### config.mk
export PLATFORM = sky130hd
export DESIGN_NAME = flexcounter_scheduler_flat
export DESIGN_NICKNAME = d
export VERILOG_FILES = /design/src/rtl/flexsched_pkg.sv /design/src/rtl/flexcounter_if.sv /design/src/rtl/rr_arbiter.sv /design/src/rtl/flexcounter_scheduler.sv /design/src/flat_wrapper.sv
export SDC_FILE = /design/constraint.sdc
export NUM_CORES = 1
export LEC_CHECK = 0
export ABC_CLOCK_PERIOD_IN_PS = 2200
export CORE_MARGIN = 2
export CORE_UTILIZATION = 39
export CTS_CLUSTER_DIAMETER = 120
export DETAILED_ROUTE_END_ITERATION = 16
export GPL_TIMING_DRIVEN = 0
export PLACE_DENSITY_LB_ADDON = 0.2
export SLEW_MARGIN = 25
export SYNTH_ARGS = -nofsm -noshare
export SYNTH_HDL_FRONTEND = slang
export SYNTH_SLANG_ARGS = --single-unit
### constraint.sdc
create_clock -name clk -period 2.2 [get_ports clk]
set_clock_uncertainty 0.2 [all_clocks]
set_input_delay 0.44 -clock clk [delete_from_list [all_inputs] [get_ports clk]]
set_output_delay 0.44 -clock clk [all_outputs]
set_load 0.01 [all_outputs]
### src/rtl/flexsched_pkg.sv
// Shared types and defaults for the flexcounter scheduler.
package flexsched_pkg;

  localparam int unsigned NREQ_DEFAULT      = 4;
  localparam int unsigned COUNTSIZE_DEFAULT = 1024;

  typedef enum logic [1:0] {
    IDLE = 2'd0,
    LOAD = 2'd1,
    RUN  = 2'd2,
    DONE = 2'd3
  } sched_state_t;

endpackage

### src/rtl/flexcounter_if.sv
// Handshake between a counter owner (controller) and a flexcounter instance.
interface flexcounter_if #(
  parameter int unsigned COUNTWIDTH = 10
);

  logic                  clk;
  logic                  nRST;
  logic                  enableCounter;
  logic [COUNTWIDTH-1:0] maxCount;
  logic                  strobe;
  logic [COUNTWIDTH-1:0] count;

  modport controller (
    output clk, nRST, enableCounter, maxCount,
    input  strobe, count
  );

  modport counter (
    input  clk, nRST, enableCounter, maxCount,
    output strobe, count
  );

endinterface

### src/rtl/rr_arbiter.sv
// Round-robin picker: first asserted request at or after ptr, wrapping to 0.
module rr_arbiter #(
  parameter  int unsigned NREQ = 4,
  localparam int unsigned IDXW = (NREQ > 1) ? $clog2(NREQ) : 1
) (
  input  logic [NREQ-1:0] req,
  input  logic [IDXW-1:0] ptr,
  output logic            valid,
  output logic [IDXW-1:0] idx
);

  int unsigned slot;

  always_comb begin
    valid = 1'b0;
    idx   = '0;
    slot  = 0;
    for (int unsigned i = 0; i < NREQ; i++) begin
      slot = (32'(ptr) + i) % NREQ;
      if (!valid && req[IDXW'(slot)]) begin
        valid = 1'b1;
        idx   = IDXW'(slot);
      end
    end
  end

endmodule

### src/rtl/flexcounter_scheduler.sv
// Time-shares one flexcounter among NREQ requesters with round-robin fairness.
module flexcounter_scheduler
  import flexsched_pkg::*;
#(
  parameter  int unsigned NREQ       = NREQ_DEFAULT,
  parameter  int unsigned COUNTSIZE  = COUNTSIZE_DEFAULT,
  localparam int unsigned COUNTWIDTH = $clog2(COUNTSIZE),
  localparam int unsigned IDXW       = (NREQ > 1) ? $clog2(NREQ) : 1
) (
  input  logic                             clk,
  input  logic                             RST,
  input  logic [NREQ-1:0]                  req,
  input  logic [NREQ-1:0][COUNTWIDTH-1:0]  req_count,
  output logic [NREQ-1:0]                  grant,
  output logic [NREQ-1:0]                  done,
  output logic                             busy,
  flexcounter_if.controller                fc
);

  sched_state_t          state, state_n;
  logic [IDXW-1:0]       winner, winner_n, winner_inc;
  logic [IDXW-1:0]       ptr, ptr_n, arb_ptr;
  logic [COUNTWIDTH-1:0] cur_max, cur_max_n;
  logic [NREQ-1:0]       grant_n, done_n;
  logic                  clr_q, en_q;
  logic [COUNTWIDTH-1:0] max_q;
  logic                  arb_valid;
  logic [IDXW-1:0]       arb_idx;

  assign winner_inc = (winner == IDXW'(NREQ - 1)) ? '0 : winner + IDXW'(1);

  // DONE already knows the next pointer, so it can hand over without an IDLE bubble.
  assign arb_ptr = (state == DONE) ? winner_inc : ptr;

  rr_arbiter #(.NREQ(NREQ)) u_arb (
    .req   (req),
    .ptr   (arb_ptr),
    .valid (arb_valid),
    .idx   (arb_idx)
  );

  always_comb begin
    state_n   = state;
    winner_n  = winner;
    cur_max_n = cur_max;
    ptr_n     = ptr;
    grant_n   = '0;
    done_n    = '0;
    unique case (state)
      IDLE: begin
        if (arb_valid) begin
          state_n   = LOAD;
          winner_n  = arb_idx;
          cur_max_n = req_count[arb_idx];
        end
      end
      LOAD: begin
        if (!req[winner]) begin
          state_n = IDLE;
          ptr_n   = winner_inc;
        end else if (cur_max == '0) begin
          state_n = DONE;
        end else begin
          state_n = RUN;
        end
      end
      RUN: begin
        if (!req[winner]) begin
          state_n = IDLE;
          ptr_n   = winner_inc;
        end else if (fc.strobe) begin
          state_n = DONE;
        end
      end
      DONE: begin
        ptr_n = winner_inc;
        if (arb_valid) begin
          state_n   = LOAD;
          winner_n  = arb_idx;
          cur_max_n = req_count[arb_idx];
        end else begin
          state_n = IDLE;
        end
      end
      default: state_n = IDLE;
    endcase
    if (state_n != IDLE) grant_n = NREQ'(1) << winner_n;
    if (state_n == DONE) done_n  = NREQ'(1) << winner_n;
  end

  // Outputs are registered from next-state so they line up with the state they describe.
  always_ff @(posedge clk or posedge RST) begin
    if (RST) begin
      state   <= IDLE;
      winner  <= '0;
      cur_max <= '0;
      ptr     <= '0;
      grant   <= '0;
      done    <= '0;
      busy    <= 1'b0;
      clr_q   <= 1'b0;
      en_q    <= 1'b0;
      max_q   <= '0;
    end else begin
      state   <= state_n;
      winner  <= winner_n;
      cur_max <= cur_max_n;
      ptr     <= ptr_n;
      grant   <= grant_n;
      done    <= done_n;
      busy    <= (state_n != IDLE);
      clr_q   <= (state_n == LOAD);
      en_q    <= (state_n == RUN);
      max_q   <= (state_n != IDLE) ? cur_max_n : '0;
    end
  end

  assign fc.clk           = clk;
  assign fc.nRST          = ~(RST | clr_q);
  assign fc.enableCounter = en_q;
  assign fc.maxCount      = max_q;

endmodule
### src/flat_wrapper.sv
// flat-port wrapper written by rule: the top's interface ports become plain ports
module flexcounter_scheduler_flat import flexsched_pkg::*;
#(
  parameter  int unsigned NREQ       = NREQ_DEFAULT,
  parameter  int unsigned COUNTSIZE  = COUNTSIZE_DEFAULT,
  localparam int unsigned COUNTWIDTH = $clog2(COUNTSIZE),
  localparam int unsigned IDXW       = (NREQ > 1) ? $clog2(NREQ) : 1
)
  (clk, RST, req, req_count, grant, done, busy, fc_clk, fc_nRST, fc_enableCounter, fc_maxCount, fc_strobe, fc_count);
  flexcounter_if fc_i ();
  input  logic clk;
  input  logic RST;
  input  logic [NREQ-1:0] req;
  input  logic [NREQ-1:0][COUNTWIDTH-1:0] req_count;
  output logic [NREQ-1:0] grant;
  output logic [NREQ-1:0] done;
  output logic busy;
  output wire logic [$bits(fc_i.clk)-1:0] fc_clk;
  output wire logic [$bits(fc_i.nRST)-1:0] fc_nRST;
  output wire logic [$bits(fc_i.enableCounter)-1:0] fc_enableCounter;
  output wire logic [$bits(fc_i.maxCount)-1:0] fc_maxCount;
  input wire logic [$bits(fc_i.strobe)-1:0] fc_strobe;
  input wire logic [$bits(fc_i.count)-1:0] fc_count;
  assign fc_clk = fc_i.clk;
  assign fc_nRST = fc_i.nRST;
  assign fc_enableCounter = fc_i.enableCounter;
  assign fc_maxCount = fc_i.maxCount;
  assign fc_i.strobe = fc_strobe;
  assign fc_i.count = fc_count;
  flexcounter_scheduler #(.NREQ(NREQ), .COUNTSIZE(COUNTSIZE)) u_core (.clk(clk), .RST(RST), .req(req), .req_count(req_count), .grant(grant), .done(done), .busy(busy), .fc(fc_i));
endmodule
==> out/summary.md <==
The sort of element at the end of the critical path is a flip-flop. The run gives 0 as the count of pins over their slew limit. The source-to-sink clock delay at the later pin of the worst-skew pair was 400 ps; the peak fanout along the critical path was 7. The run gives 0 as the max-capacitance violation count. In this run, synthesis produced a sequential element count of 37. The synthesized netlist net count came out at 233. The required time of the worst setup path is 2340 ps, and the total count of hold-check failures in the final report is 0. Synthesis instantiated 42 different standard cells from the library. After clock tree synthesis, the clock-pin slew on the worst setup and hold paths is 80 ps. The path class of the tightest hold or removal check is reg2reg. In this design, the stage delay of the slowest critical-path cell is 420 ps.

The top cell type by area accounts for 46.5% of the synthesized area. From synthesis to final layout, the design area changed by 66.6%. The tools report the post-detailed-placement half-perimeter wirelength as 3410 um. The layout has 398 filler cells. For this design the static power due to leakage is 1.33 nW. The net count of the finished layout is 321. Number of buffer cells added on primary ports: 68.

The run gives 302 ps as the final hold slack. The region available for standard cell placement spans 5010 um2. The worst-margin pin slew was 764 ps; the overall die width was 75.4 um.

In the final routed layout, each cell accounts on average for 15.5 um. The layout cell share with drive strength beyond 1 was 35.4%; the number of violations reported at the end of detailed-routing iteration 0 was 35. Number of enable-type register cells in the synthesized netlist: 0. The pin count of the biggest net entering global routing came out at 38. Summed over all layers, the global routing overflow is 0. The worst-case vdd ir drop was 0.000817 V. Worst endpoint data arrival time: 2580 ps.

The final cycle utilization of the critical path came out at 111%. Power spread over the standard cell area amounts to 1550 nW/um2. The critical path startpoint category is a flip-flop. Global routing consumed, over all layers together, 19.6% of the routing resources. The ratio of routed vias to standard cells was 5.07. Number of routed nets with antenna violations: 0. Derived from the worst setup path, the maximum achievable clock frequency is 410 MHz.

Combined area of all synthesized cells: 1990 um2. The proportion of register bits with asynchronous set or reset after synthesis came out at 100%. At the end of routability-driven placement, the weighted congestion stood at 0.842. The logs give -4540 ps for the total negative slack for setup checks and 0 for the number of hold buffers added after cts. The tools report the number of detailed-routing iterations run before antenna repair as 4. The finished layout holds 330 standard cells, fillers aside. Once layout is complete, the utilization of the core stands at 66.2%.

For this run, design rule violations remaining after detail routing come to 0. The checks that failed: setup timing. The register area share after synthesis is 46.5%.

Summing over every cut layer, the via total after detailed routing is 1673. Setup repair after global routing could not meet its margin everywhere. The repair_antennas step left the layout with diodes totalling 0. The tools report the worst setup slack after layout as -241 ps.

The critical path goes through ha_4 -> or3b_4 -> nand4_1 -> o2111ai_4 -> buf_12 -> mux2i_4 -> o221ai_2 -> and2_1. The final critical-path required period is 2440 ps, and the overall die area is 5690 um2. Among all flip-flop cells after synthesis, the most frequent one is dfrtp_1. The largest total area in the synthesized netlist belongs to dfrtp_1. The worst setup path is of the reg2reg kind.

The floorplan die height came out at 75.4 um. Once placement completed, the tool counted placed cells totaling 309. The post-synthesis average cell area is 11.6 um2. The run gives 0.00515 W as the power after layout. Synthesis produced 171 cells. Yosys attributes the largest share of cell area to dfrtp_1 47%, mux2i_1 11%, o221ai_2 7.5%, and2_1 3.5%, nand2_1 3.2%.

The number of antenna violations at the first check in global routing came out at 0. TritonCTS built the clock tree. The flow ran to the end, but the final reports show violations. For the top-level I/O count, the log shows 79. Via count of the first global-routing pass: 1750. The cell with the largest stage delay on the worst path was dfrtp_2. After synthesis, the most frequently instantiated cells are 37 x dfrtp_1, 22 x mux2i_1, 17 x nand2_1.

The initial core utilization was 39.7%. Yosys printed 0 warnings. The run gives 5110 um as the post-detailed-routing wire length.

The first global-routing pass estimated 8110 um of wire. Dominant cell by count in the synthesized netlist: dfrtp_1. Headroom to the max-slew limit came out at 49.0%. After floorplanning, the core was divided into 26 placement rows. For the setup-violating endpoint count in the final report, the log shows 29.
==> final cells by class <==
type | instances | area [um2] | area share (%)
plain buffers | 5 | 58.8 | 1.77
clock buffers | 9 | 121 | 3.66
clock inverters | 3 | 21.3 | 0.641
inverters | 4 | 17.5 | 0.528
multi-input cells | 123 | 1310 | 39.5
flip-flops and latches | 37 | 928 | 28.0
well taps | 70 | 87.6 | 2.64
repair buffers | 79 | 771 | 23.2
==> worst max-delay path: cells and delay by family, from the launching register on <==
kind / cells / cell delay, ps
AND/OR/NAND/NOR: 3 / 730
AO/OA/AOI/OAI: 2 / 420
flip-flops: 1 / 420
adder cells (fa/ha/maj): 1 / 210
buffers and inverters: 1 / 210
multiplexers: 1 / 180
==> worst paths after layout <==
kind	startpoint	to	slack (ps)	cells after the start
min in group asynchronous	RST	u_core.done[1]$_DFF_PP0_	340	2
max in group asynchronous	RST	u_core.winner[0]$_DFF_PP0_	930	2
max reg2reg	u_core.state[1]$_DFF_PP0_	u_core.fc.maxCount[4]$_DFF_PP0_	-240	8
min	u_core.cur_max[3]$_DFF_PP0_	u_core.cur_max[3]$_DFF_PP0_	300	2
max	u_core.state[1]$_DFF_PP0_	u_core.fc.maxCount[4]$_DFF_PP0_	-240	8
min reg2reg	u_core.cur_max[3]$_DFF_PP0_	u_core.cur_max[3]$_DFF_PP0_	300	2
==> metrics by stage <==
step                worst slack [ps]  area (um2)
detailed placement              -709        2790
floorplan                       -114        2020
global route                    -323        3320
CTS                             -234        3210
global placement                -709        2790
finish                          -241        3320
==> logic make-up (layout without fill, tap and decap cells) <==
family	after synthesis	count (layout)	share of synthesized area [%]
simple gates	65	65	17.9
flops	37	37	46.5
compound gates	27	27	15.1
mux	26	26	14.1
buf+inv	11	100	3.27
fa+ha+maj	5	5	3.14
==> power by group <==
part,internal (W),total [W],switching (W)
Sequential,0.000985,0.00113,0.000144
Combinational,0.00175,0.00336,0.00160
Clock,0.000374,0.000665,0.000290
==> timing repair <==
action,in CTS,in global routing
pin swaps,16,18
buffers inserted,10,0
gates cloned,2,0
gates resized for setup,49,22
endpoints found under the setup margin,34,36
==> sequential cells by signal (all words and copies together), names as in the netlist <==
register / flops
u_core.fc.maxCount: 10
u_core.clr_q: 1
u_core.winner: 2
u_core.busy: 1
u_core.state: 2
u_core.ptr: 2
u_core.fc.enableCounter: 1
u_core.done: 4
u_core.cur_max: 10
u_core.grant: 4
==> cell usage in the layout (no fill, tap or decap), types with 3 or more instances in the layout <==
master / count
ha_4: 3
dfrtp_1: 35
buf_4: 10
nor2b_1: 5
nor2_1: 12
and2_1: 10
o221ai_2: 10
mux2i_4: 9
buf_6: 6
clkbuf_8: 8
nand2_1: 17
mux2i_2: 11
clkdlybuf4s50_1: 66
o21ai_0: 3
nor3_1: 3
==> per-layer routing <==
| metal | share of wire (%) | vias up | GRT usage (%) | wire (um) |
|---|---|---|---|---|
| met1 | 43 | 814 | 23.9 | 2210 |
| met3 | 4.5 | 10 | 5.03 | 228 |
| met4 | 1.5 | 0 | 7.99 | 75 |
| met5 | 0 | - | 0 | 0 |
| li1 | - | 804 | - | - |
| met2 | 51 | 45 | 33.1 | 2590 |
(Power assumes the default switching activity.)
